[src/rtl/mod_mul_pipe_if.sv]
// Operand/result bus of the Barrett modular multiplier: request side (operands, modulus, tag)
// and response side (product, tag), each with its own valid/ready pair.
interface mod_mul_pipe_if #(
  parameter int TAG_W = 8
);
  logic [22:0]      a_i;
  logic [22:0]      b_i;
  logic [22:0]      q_i;
  logic [23:0]      mu_i;
  logic [TAG_W-1:0] tag_i;
  logic             valid_i;
  logic             ready_o;
  logic [22:0]      c_o;
  logic [TAG_W-1:0] tag_o;
  logic             valid_o;
  logic             ready_i;

  modport slave (
    input  a_i, b_i, q_i, mu_i, tag_i, valid_i, ready_i,
    output ready_o, c_o, tag_o, valid_o
  );

  modport master (
    output a_i, b_i, q_i, mu_i, tag_i, valid_i, ready_i,
    input  ready_o, c_o, tag_o, valid_o
  );
endinterface

[src/rtl/mod_mul_pipe.sv]
// Barrett modular multiplier c = a*b mod q (23-bit q): 4-stage pipeline, 1 op/cycle.
// Global stall: all stages advance only when the output is empty or being drained.
module mod_mul_pipe #(
  parameter int TAG_W = 8
) (
  input  logic          clk_i,
  input  logic          rst_i,
  mod_mul_pipe_if.slave io
);

  logic             en;
  logic             v1, v2, v3;
  logic [45:0]      x1;
  logic [24:0]      x2;
  logic [23:0]      t2;
  logic [24:0]      r3;
  logic [TAG_W-1:0] g1, g2, g3;
  logic [47:0]      tmul;
  logic [24:0]      tq;
  logic [24:0]      qx;
  logic [24:0]      r1;
  logic [24:0]      cr;

  assign en         = !io.valid_o || io.ready_i;
  assign io.ready_o = en;

  // Quotient estimate from the top bits of x; undershoots the true quotient by at most 2.
  assign tmul = 48'(x1[45:22]) * 48'(io.mu_i);
  // Only the low 25 bits of t*q matter since the remainder is known to fit below 3q.
  assign tq   = 25'(t2) * 25'(io.q_i);
  assign qx   = 25'(io.q_i);
  assign r1   = (r3 >= qx) ? r3 - qx : r3;
  assign cr   = (r1 >= qx) ? r1 - qx : r1;

  always_ff @(posedge clk_i) begin
    if (rst_i) begin
      v1         <= 1'b0;
      v2         <= 1'b0;
      v3         <= 1'b0;
      io.valid_o <= 1'b0;
      io.c_o     <= '0;
      io.tag_o   <= '0;
    end else if (en) begin
      v1         <= io.valid_i;
      x1         <= 46'(io.a_i) * 46'(io.b_i);
      g1         <= io.tag_i;

      v2         <= v1;
      t2         <= 24'(tmul >> 24);
      x2         <= x1[24:0];
      g2         <= g1;

      v3         <= v2;
      r3         <= x2 - tq;
      g3         <= g2;

      io.valid_o <= v3;
      io.c_o     <= 23'(cr);
      io.tag_o   <= g3;
    end
  end

endmodule

[src/flat_wrapper.sv]
// flat-port wrapper written by rule: the top's interface ports become plain ports
module mod_mul_pipe_flat 
#(
  parameter int TAG_W = 8
)
  (clk_i, rst_i, io_a_i, io_b_i, io_q_i, io_mu_i, io_tag_i, io_valid_i, io_ready_i, io_ready_o, io_c_o, io_tag_o, io_valid_o);
  mod_mul_pipe_if #(.TAG_W(TAG_W)) io_i ();
  input  logic clk_i;
  input  logic rst_i;
  input wire logic [$bits(io_i.a_i)-1:0] io_a_i;
  input wire logic [$bits(io_i.b_i)-1:0] io_b_i;
  input wire logic [$bits(io_i.q_i)-1:0] io_q_i;
  input wire logic [$bits(io_i.mu_i)-1:0] io_mu_i;
  input wire logic [$bits(io_i.tag_i)-1:0] io_tag_i;
  input wire logic [$bits(io_i.valid_i)-1:0] io_valid_i;
  input wire logic [$bits(io_i.ready_i)-1:0] io_ready_i;
  output wire logic [$bits(io_i.ready_o)-1:0] io_ready_o;
  output wire logic [$bits(io_i.c_o)-1:0] io_c_o;
  output wire logic [$bits(io_i.tag_o)-1:0] io_tag_o;
  output wire logic [$bits(io_i.valid_o)-1:0] io_valid_o;
  assign io_i.a_i = io_a_i;
  assign io_i.b_i = io_b_i;
  assign io_i.q_i = io_q_i;
  assign io_i.mu_i = io_mu_i;
  assign io_i.tag_i = io_tag_i;
  assign io_i.valid_i = io_valid_i;
  assign io_i.ready_i = io_ready_i;
  assign io_ready_o = io_i.ready_o;
  assign io_c_o = io_i.c_o;
  assign io_tag_o = io_i.tag_o;
  assign io_valid_o = io_i.valid_o;
  mod_mul_pipe #(.TAG_W(TAG_W)) u_core (.clk_i(clk_i), .rst_i(rst_i), .io(io_i));
endmodule
[config.mk]
export PLATFORM = sky130hd
export DESIGN_NAME = mod_mul_pipe_flat
export DESIGN_NICKNAME = d
export VERILOG_FILES = /design/src/rtl/mod_mul_pipe_if.sv /design/src/rtl/mod_mul_pipe.sv /design/src/flat_wrapper.sv
export SDC_FILE = /design/constraint.sdc
export NUM_CORES = 2
export LEC_CHECK = 0
export CAP_MARGIN = 10
export CORE_AREA = 5 5 398 204
export CTS_CLUSTER_DIAMETER = 30
export DETAILED_ROUTE_END_ITERATION = 10
export DIE_AREA = 0 0 403 209
export MAX_ROUTING_LAYER = met4
export PLACE_DENSITY = 0.88
export SYNTH_ARGS = -nofsm -noshare
export SYNTH_HDL_FRONTEND = slang
export SYNTH_SLANG_ARGS = --single-unit
[constraint.sdc]
create_clock -name clk_i -period 15.3 [get_ports clk_i]
set_clock_uncertainty 0.1 [all_clocks]
set_input_delay 3.825 -clock clk_i [delete_from_list [all_inputs] [get_ports clk_i]]
set_output_delay 3.825 -clock clk_i [all_outputs]
set_load 0.01 [all_outputs]
==> summary.md <==
| Metric | Value |
|---|---|
| Core area | `78000 sq um` |
| Most common cell after layout, fill and taps aside | `inv_1` |
| Yosys warnings | `0` |
| I/O pins | `138` |
| Total die area | `84200 sq um` |
| Leading cell types in the layout, fill and taps excluded | `1275 x inv_1, 1184 x fa_1, 808 x nand2_1` |
| Largest net degree at the start of global routing | `78` |
| Synth Instances | `5758` |
| R2R setup slack | `6.97 ns` |
| Fill count | `5492` |
| Area Growth Syn to Fin | `5.32%` |
| Post-synth ARST share | `0` |
| Fin crit period | `12.31 ns` |
| Worst EP arrival | `12.42 ns` |
| Reg area | `5020 sq um` |
| ANT nets after route | `0` |
| Largest fanout on the critical path | `24` |
| CTS tree | `built` |
| CTS root buf | `clkbuf_16` |
| Vias in the first global route | `42800` |
| Post-synth EDFFs | `144` |
| CP Data Required Time | `15.41 ns` |
| Starting Density | `0.688` |
| Setup TNS | `0 ns` |
| Hold_buf cts | `0` |
| FMAX | `81.2 MHz` |
| Multi-input gate area | `42900 sq um` |
| Least-Margin Pin Slew | `1.36 ns` |
| Initial drt markers | `4603` |
| Routability congestion estimate from global placement | `1.01` |
| Startpoint types | `input pin` |
| Hold Path Class | `flip-flop to flip-flop` |
| WL final | `153 mm` |
| Port bufs | `137` |
| Total number of vias | `40400` |
| Final net count | `7489` |
| CP Capture Type | `flip-flop` |
| Clock Sinks | `179` |
| Syn_area_per_cell | `9.32 sq um` |
| Postcts setup bufs | `0` |
| Layout cells sized above 1 | `0.0215` |
| CTS buffer count | `17` |
| Top cell type's share of synthesized area | `0.442` |
| RSZ-0062 raised after global routing | `no` |
| CP Capture Point | `u_core.t2[23]$_DFFE_PP_` |
| Leading area contributor after synthesis | `fa_1` |
| Relative slew slack | `0.0891` |
| Resized Gates After CTS | `0` |
| Clock Path Buffers | `2` |
| Seq/Total Area, Yosys | `0.0936` |
| DP HPWL | `121 mm` |
| Die W | `403 um` |
| Rows | `73` |
| First-pass GRT wire length | `242 mm` |
| Routed WL per cell | `22.5 um` |
| Global route overflow | `0` |
| Register-to-Register Path Depth | `25` |
| Maxcap violations | `0` |
| # DRC | `0` |
| Max-slew violations | `0` |
| Worst R2R Start | `u_core.x1[38]$_DFFE_PP_` |
| Clk pin slew, worst setup/hold paths | `0.08 ns` |
| Worst-Skew Late Latency | `0.48 ns` |
| Drt pass-1 iters | `6` |
| Status | `complete, no violations` |
| Critical path class | `input pin to flip-flop` |
| Top_reg_cell synth | `edfxtp_1` |
| Post-synthesis cell area | `53700 sq um` |
| Main area contributors after synthesis | `fa_1 44%, ha_1 11%, inv_1 8.9%` |
| Initial antenna violation count | `1` |
| RR Endpoint | `u_core.t2[23]$_DFFE_PP_` |
| Die height | `209 um` |
| Distinct cells, synth | `70` |
| Routed vias/inst | `5.95` |
| Post-route clock period utilization | `0.805` |
| Final hold slack | `0.322 ns` |
| Final setup violation count | `0` |
| FF+latch count, synth | `179` |
| Final Hold Vio Count | `0` |
| Tot GR Track Use | `0.383` |
| Crit path from | `io_mu_i[4]` |
| Syn_nets | `7528` |
| H-tree depth | `4` |
==> layout make-up <==
cell class                      instances  area share
Antenna cell                            1   0.0000443
Clock buffer                           17     0.00752
Clock inverter                         15     0.00381
Inverter                             1276      0.0847
Multi-Input combinational cell       4039       0.758
Sequential cell                       179      0.0889
Tap cell                             1050      0.0232
Timing Repair Buffer                  206      0.0334
==> critical path: stages <==
cell and delay, ns:
clkdlybuf4s50_1 1.29, nand2_1 0.20, fa_1 0.57, inv_1 0.05
fa_1 0.47, inv_1 0.05, fa_1 0.58, fa_1 0.59
inv_1 0.06, fa_1 0.46, fa_1 0.51, inv_1 0.04
fa_1 0.47, inv_1 0.04, ha_1 0.28, a21o_1 0.19
a21o_1 0.17, a21oi_1 0.71, o22ai_1 0.44, o21ai_1 0.30
nand2_1 0.18, a21oi_1 0.31, o2111ai_1 0.29, a21oi_1 0.24
xnor2_1 0.09
==> cells in the mapped netlist (all sizes together), types with 11 or more instances <==
library cell / n
nor2b: 14
ha: 481
a211oi: 24
edfxtp: 144
buf: 11
o21a: 22
nand2: 808
o21ai: 87
o21bai: 14
mux2i: 14
and3: 12
nand2b: 16
clkbuf: 253
nor3: 26
a21o: 66
o31ai: 13
nor2: 89
dfxtp: 35
nand4: 17
fa: 1184
inv: 1275
xor2: 45
o211ai: 11
xnor2: 120
a21oi: 135
nand3: 35
and2: 724
==> how the worst min path moves through the flow <==
stage                             from                       to  slack [ns]  depth (start not counted)
5_1_grt        u_core.x1[15]$_DFFE_PP_  u_core.x2[15]$_DFFE_PP_        0.33                          0
3_3_place_gp    u_core.g1[6]$_DFFE_PP_   u_core.g2[6]$_DFFE_PP_        0.30                          0
6_report       u_core.x1[15]$_DFFE_PP_  u_core.x2[15]$_DFFE_PP_        0.32                          0
3_5_place_dp   u_core.x1[13]$_DFFE_PP_  u_core.x2[13]$_DFFE_PP_        0.30                          0
2_1_floorplan   u_core.g1[0]$_DFFE_PP_   u_core.g2[0]$_DFFE_PP_        0.30                          0
4_1_cts        u_core.x1[20]$_DFFE_PP_  u_core.x2[20]$_DFFE_PP_        0.32                          0
==> routing by layer <==
layer	vias to the layer above	GRT usage	share of wire
li1	17100	-	-
met1	20000	0.554	0.41
met2	3059	0.485	0.38
met3	265	0.199	0.20
met4	0	0.0628	0.017
met5	-	-	0
==> flip-flops by register name, indices dropped and copies added (netlist names), 23 cells and up <==
signal	count
u_core.x1	46
u_core.r3	25
u_core.x2	25
u_core.t2	24
u_core.io.c_o	23
==> logic make-up after synthesis <==
group                    after synthesis  share of synthesized area
AO/OA/AOI/OAI                        423                     0.0504
XOR/XNOR                             165                     0.0269
adder cells (fa/ha/maj)             1665                      0.554
buffers and inverters               1540                      0.108
flip-flops                           179                     0.0936
multiplexers                          22                    0.00429
AND/OR/NAND/NOR                     1764                      0.163
==> through the flow <==
step	utilization	cell area, sq um	worst slack (ns)	cells
2_1_floorplan	-	53700	4.25	5758
3_3_place_gp	0.717	55900	3.07	6750
3_5_place_dp	0.717	55900	2.89	6750
4_1_cts	0.725	56500	3.38	6782
5_1_grt	0.725	56500	2.66	6783
6_report	0.725	56500	2.99	6783
Power is left out: the tool's default activity adds up to more than one toggle a clock period on the data nets, which glitch-free logic cannot reach.
